[src/rtl/catch_turn_controller.sv]
// Rally/turn sequencer for the two-glove catch game: serve, catch permission, drops, scoring, game over.
// Optional SELF_CATCH_EN lets the thrower re-catch its own ball after SELF_MIN_TICKS ticks of flight.
module catch_turn_controller #(
   parameter int WIN_SCORE      = 11,
   parameter int FLOOR_MM       = 60,
   parameter int FLIGHT_TIMEOUT = 512,
   parameter int PAUSE_TICKS    = 128,
   parameter int SELF_MIN_TICKS = 32
) (
   input  logic        clk,
   input  logic        reset,
   input  logic        tick,
   input  logic        start,
   input  logic [1:0]  ball_state,
   input  logic        catch_event,
   input  logic        throw_event,
   input  logic [15:0] ball_y,
   output logic        can_catch1,
   output logic        can_catch2,
   output logic        serve_req,
   output logic [7:0]  score1,
   output logic [7:0]  score2,
   output logic [7:0]  rally_count,
   output logic [2:0]  game_state,
   output logic        game_over,
   output logic [1:0]  winner
);
   // state   | meaning
   // IDLE    | waiting for the first start edge
   // SERVE   | serve_req high, waiting for a glove to hold the ball
   // HELD    | a glove holds the ball, waiting for the throw
   // FLIGHT  | ball airborne, receiver may catch
   // DROPPED | point awarded to thrower, pause before next serve
   // OVER    | a player reached WIN_SCORE, waiting for start
   localparam logic [2:0] S_IDLE    = 3'd0;
   localparam logic [2:0] S_SERVE   = 3'd1;
   localparam logic [2:0] S_HELD    = 3'd2;
   localparam logic [2:0] S_FLIGHT  = 3'd3;
   localparam logic [2:0] S_DROPPED = 3'd4;
   localparam logic [2:0] S_OVER    = 3'd5;

   localparam logic [7:0]  WIN   = 8'(WIN_SCORE);
   localparam logic [15:0] FLOOR = 16'(FLOOR_MM);
   localparam logic [9:0]  FT    = 10'(FLIGHT_TIMEOUT);
   localparam logic [7:0]  PT    = 8'(PAUSE_TICKS);
   localparam logic [9:0]  SMIN  = 10'(SELF_MIN_TICKS);
`ifdef SELF_CATCH_EN
   localparam bit SELF_EN = 1'b1;
`else
   localparam bit SELF_EN = 1'b0;
`endif

   logic [2:0] state_q, state_n;
   logic [1:0] holder_q, holder_n, thrower_q, thrower_n, winner_n;
   logic [9:0] flight_q, flight_n;
   logic [7:0] pause_q, pause_n, score1_n, score2_n, rally_n;
   logic       start_q, catch_q, throw_q;
   logic       start_e, catch_e, throw_e;
   logic [1:0] bs, rcv, rcv_n;
   logic       self_ok_n;

   assign start_e = start & ~start_q;
   assign catch_e = catch_event & ~catch_q;
   assign throw_e = throw_event & ~throw_q;
   assign bs      = (ball_state == 2'd3) ? 2'd0 : ball_state;
   assign rcv     = (thrower_q == 2'd1) ? 2'd2 : 2'd1;
   assign game_state = state_q;

   always_comb begin
      state_n   = state_q;
      holder_n  = holder_q;
      thrower_n = thrower_q;
      flight_n  = flight_q;
      pause_n   = pause_q;
      score1_n  = score1;
      score2_n  = score2;
      rally_n   = rally_count;
      winner_n  = winner;
      case (state_q)
         S_IDLE: if (start_e) begin
            state_n  = S_SERVE;
            score1_n = '0;
            score2_n = '0;
            rally_n  = '0;
         end
         S_SERVE: if (bs != 2'd0) begin
            state_n  = S_HELD;
            holder_n = bs;
            rally_n  = '0;
         end
         S_HELD: if (throw_e || bs == 2'd0) begin
            state_n   = S_FLIGHT;
            thrower_n = holder_q;
            flight_n  = '0;
         end
         S_FLIGHT: begin
            if (tick && flight_q < FT) flight_n = flight_q + 10'd1;
            if (catch_e && bs == rcv) begin
               state_n  = S_HELD;
               holder_n = rcv;
               if (rally_count != 8'hFF) rally_n = rally_count + 8'd1;
            end else if (SELF_EN && catch_e && bs == thrower_q && flight_q >= SMIN) begin
               state_n  = S_HELD;
               holder_n = thrower_q;
            end else if ((tick && ball_y <= FLOOR) || flight_q >= FT) begin
               state_n = S_DROPPED;
               pause_n = '0;
               if (thrower_q == 2'd1) begin
                  if (score1 != 8'hFF) score1_n = score1 + 8'd1;
               end else begin
                  if (score2 != 8'hFF) score2_n = score2 + 8'd1;
               end
            end
         end
         S_DROPPED: begin
            if (tick && pause_q < PT) pause_n = pause_q + 8'd1;
            if (pause_q >= PT) begin
               if (((thrower_q == 2'd1) ? score1 : score2) >= WIN) begin
                  state_n  = S_OVER;
                  winner_n = thrower_q;
               end else begin
                  state_n = S_SERVE;
               end
            end
         end
         S_OVER: if (start_e) begin
            state_n  = S_SERVE;
            score1_n = '0;
            score2_n = '0;
            rally_n  = '0;
            winner_n = '0;
         end
         default: state_n = S_IDLE;
      endcase
   end

   // Permission outputs are decoded from next-state values so they stay registered yet cycle-aligned with game_state.
   assign rcv_n     = (thrower_n == 2'd1) ? 2'd2 : 2'd1;
   assign self_ok_n = SELF_EN && (flight_n >= SMIN);

   always_ff @(posedge clk or posedge reset) begin
      if (reset) begin
         state_q     <= S_IDLE;
         holder_q    <= '0;
         thrower_q   <= '0;
         flight_q    <= '0;
         pause_q     <= '0;
         start_q     <= 1'b0;
         catch_q     <= 1'b0;
         throw_q     <= 1'b0;
         score1      <= '0;
         score2      <= '0;
         rally_count <= '0;
         winner      <= '0;
         can_catch1  <= 1'b0;
         can_catch2  <= 1'b0;
         serve_req   <= 1'b0;
         game_over   <= 1'b0;
      end else begin
         state_q     <= state_n;
         holder_q    <= holder_n;
         thrower_q   <= thrower_n;
         flight_q    <= flight_n;
         pause_q     <= pause_n;
         start_q     <= start;
         catch_q     <= catch_event;
         throw_q     <= throw_event;
         score1      <= score1_n;
         score2      <= score2_n;
         rally_count <= rally_n;
         winner      <= winner_n;
         can_catch1  <= (state_n == S_FLIGHT) &&
                        (rcv_n == 2'd1 || (self_ok_n && thrower_n == 2'd1));
         can_catch2  <= (state_n == S_FLIGHT) &&
                        (rcv_n == 2'd2 || (self_ok_n && thrower_n == 2'd2));
         serve_req   <= (state_n == S_SERVE);
         game_over   <= (state_n == S_OVER);
      end
   end
endmodule
[config.mk]
export PLATFORM = sky130hd
export DESIGN_NAME = catch_turn_controller
export DESIGN_NICKNAME = d
export VERILOG_FILES = /design/src/rtl/catch_turn_controller.sv
export SDC_FILE = /design/constraint.sdc
export NUM_CORES = 1
export LEC_CHECK = 0
export ABC_AREA = 0
export CAP_MARGIN = 20
export CELL_PAD_IN_SITES_DETAIL_PLACEMENT = 0
export CELL_PAD_IN_SITES_GLOBAL_PLACEMENT = 1
export CORE_MARGIN = 3
export CORE_UTILIZATION = 25
export CTS_BUF_LIST = sky130_fd_sc_hd__clkbuf_8
export DETAILED_ROUTE_END_ITERATION = 10
export PLACE_DENSITY_LB_ADDON = 0.05
export SYNTH_ARGS = -nofsm -noshare
export SYNTH_HDL_FRONTEND = slang
export SYNTH_SLANG_ARGS = --single-unit
[constraint.sdc]
create_clock -name clk -period 2.76 [get_ports clk]
set_input_delay 0.552 -clock clk [delete_from_list [all_inputs] [get_ports clk]]
set_output_delay 0.552 -clock clk [all_outputs]
set_load 0.01 [all_outputs]
==> summary.txt, run 1 <==
Run status
  – Status: finished clean

STA
  – Slew headroom: 0.5907
  – Final setup violation count: 0
  – Setup_tns: 0 ns
  – Fmax: just under 400 MHz
  – Final worst setup slack: around 0.22 ns
  – Final Cycle Share: 0.9219
  – Min Clock Period, post-route: 2.544 ns
  – Skew final: around 0.016 ns
  – RSZ-0062 raised after global routing: false
  – Hold Vio Cnt, Final: 0
  – Final Max Slew Viols: 0
  – Slew @ Worst Pin: 0.6062 ns

Synth
  – Fraction of the yosys area taken by sequential cells: 0.4642
  – Prevailing post-synth register cell: dfrtp_1
  – Register bit total from synthesis: 58
  – Yosys top cell area share: 0.4642
  – Post-synth net total: 369
  – Avg Cell Area, Syn: 9.306 um^2
  – Cell accounting for the most synthesized area: dfrtp_1
  – Cell area after synthesis: 3127 um^2
  – Synth async-reset ratio: 1.000
  – Count leader, synth: dfrtp_1
  – Post-synth EDFFs: 0
  – Commonest cells in the netlist: dfrtp_1, nand2_1, nor2_1
  – Synth area leaders: dfrtp_1, nand2_1, nor2_1
  – Ys Warns: 0
  – Cells after Synth: 336
  – Yosys cell types: 52

Clock tree
  – CTS Buf Count: 9
  – H-tree Lvls: 3
  – CTS Buffer Depth: 2
  – Clock-pin slew on the worst setup and hold paths: about 0.07 ns
  – Hold-fix buffers at CTS: 0
  – CTS Root Cell: clkbuf_8
  – Clk sinks: 58
  – Clk_lat worst skew: approximately 0.36 ns
  – CTS tree: built

Detailed routing
  – Routed Antenna Nets: 0
  – Routed wire length: around 8.8 mm
  – DR pass1 iterations: 4
  – Drt drc: 0
  – Initial drt markers: 160
  – Via count: about 2,700
  – Routed len/inst: roughly 15 um
  – Vias/cell: 4.545

Critical path
  – Reg2reg start: game_state[2]
  – Reg2Reg Capture Point: score1[6]
  – R2R depth: 5
  – Cell chain of the critical path: clkdlybuf4s50_1 -> inv_1 -> ha_1 -> nand2b_1 -> mux2i_2 -> a32o_1 -> or3_1 -> or3_1 -> a21oi_1
  – Critical path depth: 9
  – CP max stage cell: or3_1
  – Critical Path Source: ball_state[0]
  – CP Capture Type: register
  – Cell family with most CP delay: simple AND/OR/NAND/NOR gates
  – Crit-path max FO: 7
  – Crit-path max cell delay: 0.49 ns
  – Startpoint types: input pin
  – CP Data Arrival Time: 2.83 ns
  – Critical Path RT: roughly 3 ns
  – Worst Setup EP: score1[6]
  – Kind of critical path: input pin to register
  – Top cell by count, worst path: or3_1
  – Sum of buffers and inverters on the critical path: 2
  – Worst reg2reg setup slack: 0.41 ns

GRT
  – Vias in the first global route: between 2,000 and 3,000
  – Initial antenna violation count: 0
  – Largest net degree at the start of global routing: 38
  – Global-route wire length before repair: ~15 mm
  – GRT Total Usage: 0.1361
  – GRT overflow: 0

Placement
  – Routability cong.: 0.7304
  – Dpl hpwl: ~6.5 mm
  – Worst slack, placed: -0.2330 ns
  – I/O Buffers: 56

Layout
  – Final-stage net count: 462
  – Fill count: between 1,000 and 1,500
  – Synthesis-to-finish area growth: 38.82%
  – Sequential Area: between 1000 and 1500 um^2
  – Area of the multi-input gates: 1575 um^2
  – Diodes inserted: 0
  – Share of layout cells above drive strength 1: 0.1406

Min path
  – Min-delay worst type: register to register

Floorplanning
  – I/O Pins: between 50 and 60
  – Core region area: about 12,000 um^2
  – Row count: 40
  – Die area: 13,890 um^2
  – Die height: approximately 120 um
  – Die W: ~120 um
  – Initial Utilization: 0.2582

Job
  – Number of max-cap violations: 0

Pwr
  – VDD IR max: approximately 0.33 mV
  – Leak pwr: between 1.5 and 2 nW
  – PwrDens: around 770 nW/um^2
stage by stage:
stage / area (um^2) / total power [mW] / std cells / util / hold WS, ns
after CTS: 4337 / 3.423 / 602 / 0.3581 / 0.5257
after global placement: 4133 / 2.552 / 586 / 0.3412 / 0.5044
final: 4340 / 3.358 / 602 / 0.3584 / 0.5194
after detailed placement: 4133 / 2.553 / 586 / 0.3412 / 0.5095
after floorplan: 3127 / 1.887 / 336 / - / 0.4709
after global routing: 4340 / 3.626 / 602 / 0.3584 / 0.5522
final cells by class:
type,count,share of cell area
clock inverters,5,0.01211
repair buffers,91,0.1926
flip-flops and latches,58,0.3344
multi-input cells,252,0.3629
clock buffers,11,0.03488
well taps,168,0.04843
inverters,17,0.01470
placed cells by master, fill, tap and decap left out, types with 2 or more instances in the layout:
| master | count |
|---|---|
| dfrtp_1 | 58 |
| clkdlybuf4s50_1 | 56 |
| nand2_1 | 39 |
| nor2_1 | 37 |
| buf_4 | 34 |
| nand3_1 | 19 |
| o21ai_0 | 17 |
| inv_1 | 16 |
| xor2_1 | 12 |
| a21oi_1 | 11 |
| xnor2_1 | 11 |
| clkbuf_8 | 11 |
| or3_1 | 9 |
| ha_1 | 9 |
| nor2b_1 | 7 |
| nand4_1 | 7 |
| and3_1 | 7 |
| nor4_1 | 6 |
| and2_1 | 5 |
| nor3_1 | 5 |
| or4_1 | 4 |
| mux2i_1 | 4 |
| nand2b_1 | 3 |
| o21a_1 | 3 |
| a211oi_1 | 3 |
| o31ai_1 | 3 |
| clkinv_2 | 3 |
| o211ai_1 | 2 |
| o21ai_1 | 2 |
| a32o_1 | 2 |
| a31oi_1 | 2 |
| nor4b_1 | 2 |
state kept, by name, summed over array words and instances, names as in the netlist:
name         cells
game_state       3
serve_req        1
can_catch2       1
game_over        1
throw_q          1
holder_q         2
flight_q        10
can_catch1       1
catch_q          1
rally_count      8
score1           8
start_q          1
pause_q          8
winner           2
score2           8
thrower_q        2
layer usage:
layer / share of wire / global-route usage / vias up
met5: 0 / 0 / -
met1: 0.47 / 0.1833 / 1302
met3: 0.045 / 0.03123 / 11
met2: 0.46 / 0.2070 / 55
met4: 0.020 / 0.06374 / 0
li1: - / - / 1368
worst min path at each step:
stage | start | end | slack (ns) | depth (start not counted)
5_1_grt | holder_q[0] | holder_q[0] | 0.55 | 1
3_5_place_dp | holder_q[0] | holder_q[0] | 0.51 | 1
2_1_floorplan | flight_q[9] | flight_q[9] | 0.47 | 2
6_report | holder_q[0] | holder_q[0] | 0.52 | 1
3_3_place_gp | holder_q[0] | holder_q[0] | 0.50 | 1
4_1_cts | holder_q[0] | holder_q[0] | 0.53 | 1
cell families after synthesis:
group           after synthesis  synth area share
buf+inv                      26           0.03321
compound gates               55            0.1144
simple gates                159            0.2681
xor+xnor                     23           0.06442
flops                        58            0.4642
mux                           6           0.01961
fa+ha+maj                     9           0.03602
where the power goes:
part           leakage, nW  total [mW]  switching (mW)  internal (mW)
Combinational        0.994        1.32           0.672          0.646
Clock                0.105       0.842           0.381          0.461
Sequential           0.765        1.20           0.192           1.01
Total                 1.86        3.36            1.25           2.11
worst register-to-register path, cell delays in order, from the launching register on:
cell and delay [ns]:
dfrtp_1 0.61, and3b_1 0.32, a32o_1 0.35, or3_1 0.49, or3_1 0.38, a21oi_1 0.14
what timing repair did:
action	in CTS	in global routing
buffers inserted	0	0
gates resized for setup	0	1
setup endpoints to repair	0	6
(Power assumes the default switching activity.)
==> run 2: changes to the inputs <==
CORE_UTILIZATION = 41   (was 25)
==> summary.txt, run 2 (synthesis results as in run 1) <==
Run status
  – Status: finished clean

Clock tree
  – Hold-fix buffers at CTS: 0
  – Clock-pin slew on the worst setup and hold paths: ~0.07 ns
  – CTS Buf Count: 9
  – Clk sinks: 58
  – Post-cts resize count: 0
  – H-tree Lvls: 3
  – Post-CTS setup buffer count: 0
  – Clk_lat worst skew: between 0.3 and 0.4 ns
  – CTS Buffer Depth: 2
  – CTS Root Cell: clkbuf_8
  – CTS tree: built

Detailed routing
  – Met2 wire length: between 3 and 4 mm
  – M1 WL: between 3 and 4 mm
  – Routed wire length: approximately 7.5 mm
  – Vias/cell: 5.203
  – Initial drt markers: approximately 100
  – Routed Antenna Nets: 0
  – Routed len/inst: 14.33 um
  – Via count: between 2,000 and 3,000
  – Met3 WL post-DR: 403 um
  – DR pass1 iterations: 4
  – Drt drc: 0
  – DR top layer: met4

STA
  – Final worst setup slack: approximately 0.16 ns
  – Final setup violation count: 0
  – Min Clock Period, post-route: approximately 2.6 ns
  – Hold Vio Cnt, Final: 0
  – Fmax: a little under 400 MHz
  – RSZ-0062 raised after global routing: false
  – Final Cycle Share: 0.9422
  – Slew headroom: 0.6351
  – Slew @ Worst Pin: 0.5405 ns
  – Final Max Slew Viols: 0
  – Skew final: 0.006211 ns

Critical path
  – Kind of critical path: input pin to register
  – Startpoint types: input pin
  – Crit-path max FO: 7
  – Critical Path RT: roughly 3 ns
  – CP Data Arrival Time: 2.86 ns
  – CP Capture Type: register

Min path
  – Min-delay worst type: register to register

GRT
  – Initial antenna violation count: 0
  – GRT overflow: 0
  – Global-route wire length before repair: approximately 13 mm
  – Vias in the first global route: about 2,700
  – Largest net degree at the start of global routing: 37
  – GRT Total Usage: 0.1871

Floorplanning
  – I/O Pins: 57
  – Die height: about 93 um
  – Die area: a little under 9000 um^2
  – Core region area: around 7300 um^2
  – Die W: 93.33 um
  – Row count: 31
  – Initial Utilization: 0.4265

Pwr
  – Overall Power: 3.126 mW
  – Leak pwr: around 1.8 nW
  – VDD IR max: approximately 0.3 mV
  – PwrDens: about 750 nW/um^2

Job
  – Number of max-cap violations: 0

Layout
  – Synthesis-to-finish area growth: 32.69%
  – Number of flip-flops in the largest register: 10
  – Utilization of the core after routing: 0.5660
  – Most frequent cells in the layout: dfrtp_1, clkdlybuf4s50_1, nand2_1, nor2_1, buf_4
  – Final-stage net count: ~450
  – Share of layout cells above drive strength 1: 0.1156
  – Commonest non-fill, non-tap cell in the layout: dfrtp_1
  – Biggest register: flight_q
  – Diodes inserted: 0

Placement
  – I/O Buffers: 56
  – Routability cong.: 0.7693
  – Dpl hpwl: 5.624 mm
  – Worst slack, placed: -0.1963 ns
## run 2: cell count changes in the layout (fill, tap and decap cells not counted)
cell        change
bufinv_16       -1
inv_1           +1
mux2i_2         -1
buf_4           -9
mux2i_1         +1
clkinvlp_4      -1
## run 2: area by class of cell
| cell class | count | area (um^2) |
|---|---|---|
| sequential | 58 | 1451 |
| fill | 641 | 3182 |
| clock inverter | 4 | 18.77 |
| clock buffer | 11 | 151.4 |
| tap | 99 | 123.9 |
| multi-input combinational | 252 | 1572 |
| inverter | 17 | 63.81 |
| timing repair buffer | 82 | 768.2 |
## run 2: layer usage
layer  GRT usage  vias up
met4     0.07082        0
met3     0.04827        8
met2      0.2871       76
met1      0.2533     1292
met5           0        -
li1            -     1345
## run 2: power breakdown
group | leakage (nW) | total [mW] | internal [mW] | switching, mW
clock network | 0.0961 | 0.696 | 0.362 | 0.334
logic | 0.956 | 1.23 | 0.592 | 0.633
registers | 0.765 | 1.20 | 1.01 | 0.199
total | 1.82 | 3.13 | 1.96 | 1.17
## run 2: path summary, 6_finish.rpt
path / from / endpoint / slack, ns / depth (start not counted)
min in group asynchronous: reset / flight_q[2] / 0.56 / 2
min reg2reg: winner[1] / winner[1] / 0.52 / 2
min: winner[1] / winner[1] / 0.52 / 2
max reg2reg: game_state[0] / score1[6] / 0.40 / 6
max: ball_state[1] / score1[6] / 0.16 / 9
max in group asynchronous: reset / pause_q[1] / 1.63 / 3
## run 2: stage by stage
stage,std cells,hold slack (ns),cell area (um^2),TNS (ns)
after floorplan,336,0.4709,3127,0
after global placement,508,0.5043,3979,-0.8400
after detailed placement,508,0.5081,3979,-1.646
after CTS,523,0.5252,4149,0
after global routing,523,0.5443,4149,0
final,523,0.5205,4149,0
## run 2: critical path: stages
cell,delay [ns]
clkdlybuf4s50_1,0.48
inv_1,0.05
ha_1,0.20
nand2b_1,0.08
mux2i_1,0.14
a32o_1,0.37
or3_1,0.47
or3_1,0.37
a21oi_1,0.15
==> run 3: changes to the inputs <==
RECOVER_POWER = 50   (was default)
==> summary.txt, run 3 (synthesis results as in run 1) <==
Pwr
  – Reg power frac: 0.387
  – Clock group share of total power: 0.224
  – PwrDens: 751.2 nW/um^2
  – Overall Power: between 3 and 4 mW
  – Power Internal: just under 2 mW
  – VDD IR max: approximately 0.30 mV
  – Net Sw Power: approximately 1.2 mW
  – Leak pwr: approximately 1.8 nW
  – Sw frac: 0.3745
  – Combinational power share: 0.389

Clock tree
  – CTS Buffer Depth: 2
  – Clk_lat worst skew: approximately 0.33 ns
  – Hold-fix buffers at CTS: 0
  – CTS Buf Count: 9
  – CTS Root Cell: clkbuf_8
  – Clk sinks: just under 60
  – Clock-pin slew on the worst setup and hold paths: around 0.070 ns
  – Post-CTS setup buffer count: 0
  – H-tree Lvls: 3
  – CTS tree: built
  – Post-cts resize count: 0

STA
  – Final Max Slew Viols: 0
  – Slew headroom: 0.3959
  – Skew final: just over 0.007 ns
  – Slew @ Worst Pin: roughly 0.9 ns
  – Fmax: 384.7 MHz
  – Hold Vio Cnt, Final: 0
  – WHS: 0.5166 ns
  – RSZ-0062 raised after global routing: false
  – Final Cycle Share: 0.9419
  – Setup_tns: 0 ns
  – Min Clock Period, post-route: about 2.6 ns
  – Final setup violation count: 0

Detailed routing
  – DR pass1 iterations: 4
  – Routed wire length: around 7.5 mm
  – Routed len/inst: approximately 14 um
  – Routed Antenna Nets: 0
  – Drt drc: 0
  – Initial drt markers: about 110
  – Vias/cell: about 5.2
  – Via count: between 2,000 and 3,000

Layout
  – Number of flip-flops in the largest register: 10
  – Synthesis-to-finish area growth: 32.21%
  – Utilization of the core after routing: 0.5639
  – Design area: slightly above 4000 um^2
  – Fill count: approximately 640
  – Most frequent cells in the layout: dfrtp_1, clkdlybuf4s50_1, nand2_1, nor2_1, buf_4
  – Biggest register: flight_q
  – Final-stage net count: roughly 450
  – Diodes inserted: 0
  – Share of layout cells above drive strength 1: 0.1132
  – Commonest non-fill, non-tap cell in the layout: dfrtp_1

Placement
  – I/O Buffers: 56
  – Post-DP Area: between 3000 and 4000 um^2
  – Dpl hpwl: around 5.6 mm
  – Routability cong.: 0.7693

Critical path
  – Crit-path max FO: 7
  – Top cell by count, worst path: or3_1
  – Startpoint types: input pin
  – CP Data Arrival Time: roughly 2.9 ns
  – CP Capture Type: register
  – CP max stage cell: clkdlybuf4s50_1
  – Kind of critical path: input pin to register
  – Critical Path RT: just over 3 ns
  – Crit-path max cell delay: roughly 0.48 ns
  – Cell chain of the critical path: clkdlybuf4s50_1 -> inv_1 -> ha_1 -> nand2b_1 -> mux2i_1 -> a32o_1 -> or3_1 -> or3_1 -> a21oi_1

Floorplanning
  – Die height: 93.33 um
  – Row count: 31
  – I/O Pins: between 50 and 60
  – Initial Utilization: 0.4265
  – Core region area: roughly 7300 um^2
  – Die W: about 93 um
  – Die area: about 8700 um^2

GRT
  – Largest net degree at the start of global routing: 37
  – Met3 Use GR: 0.04827
  – Global-route wire length before repair: around 13 mm
  – Vias in the first global route: 2,655
  – GR Util met1: 0.2533
  – GRT overflow: 0
  – Initial antenna violation count: 0
  – Grt peak-use layer: met2
  – Met2 GRT Util: 0.2871
  – GRT Total Usage: 0.1871

Min path
  – Min-delay worst type: register to register

Job
  – Number of max-cap violations: 0

Run status
  – Status: finished clean
-- run 3: final timing paths --
kind	startpoint	end	slack, ns	cells after the start
worst min register to register	winner[1]	winner[1]	0.52	2
max in group asynchronous	reset	pause_q[2]	0.55	3
worst max register to register	game_state[0]	score1[6]	0.39	6
min in group asynchronous	reset	flight_q[2]	0.82	2
worst max-delay path	ball_state[1]	score1[6]	0.16	9
worst min-delay path	winner[1]	winner[1]	0.52	2
-- run 3: power groups by stage --
stage,combinational (mW),clock [mW],sequential (mW)
after floorplan,0.677,0,1.21
after global placement,1.22,0,1.22
after detailed placement,1.23,0,1.22
after CTS,1.23,0.719,1.20
after global routing,1.35,0.765,1.24
final,1.21,0.695,1.20
-- run 3: worst max-delay path, delay by kind of cell --
kind / cells / cell delay (ns)
adder cells (fa/ha/maj): 1 / 0.20
buffers and inverters: 2 / 0.53
AND/OR/NAND/NOR: 3 / 0.92
multiplexers: 1 / 0.14
AO/OA/AOI/OAI: 2 / 0.52
-- run 3: metal layers --
layer	wire length [um]	vias to the layer above
li1	-	1347
met1	3660	1311
met2	3335	66
met3	339	11
met4	154	0
met5	0	-
-- run 3: metrics by stage --
| step | setup WS, ns | cells |
|---|---|---|
| 6_report | 0.1603 | 523 |
| 5_1_grt | 0.06506 | 523 |
| 3_5_place_dp | -0.1963 | 508 |
| 2_1_floorplan | 0.4869 | 336 |
| 4_1_cts | 0.1607 | 523 |
| 3_3_place_gp | -0.1319 | 508 |
-- run 3: cell type report --
type	count	area (um^2)	area share
clock buffer	11	151.4	0.03662
sequential	58	1451	0.3511
tap	99	123.9	0.02996
timing repair buffer	82	753.2	0.1822
clock inverter	4	18.77	0.004540
multi-input combinational	252	1572	0.3801
inverter	17	63.81	0.01544
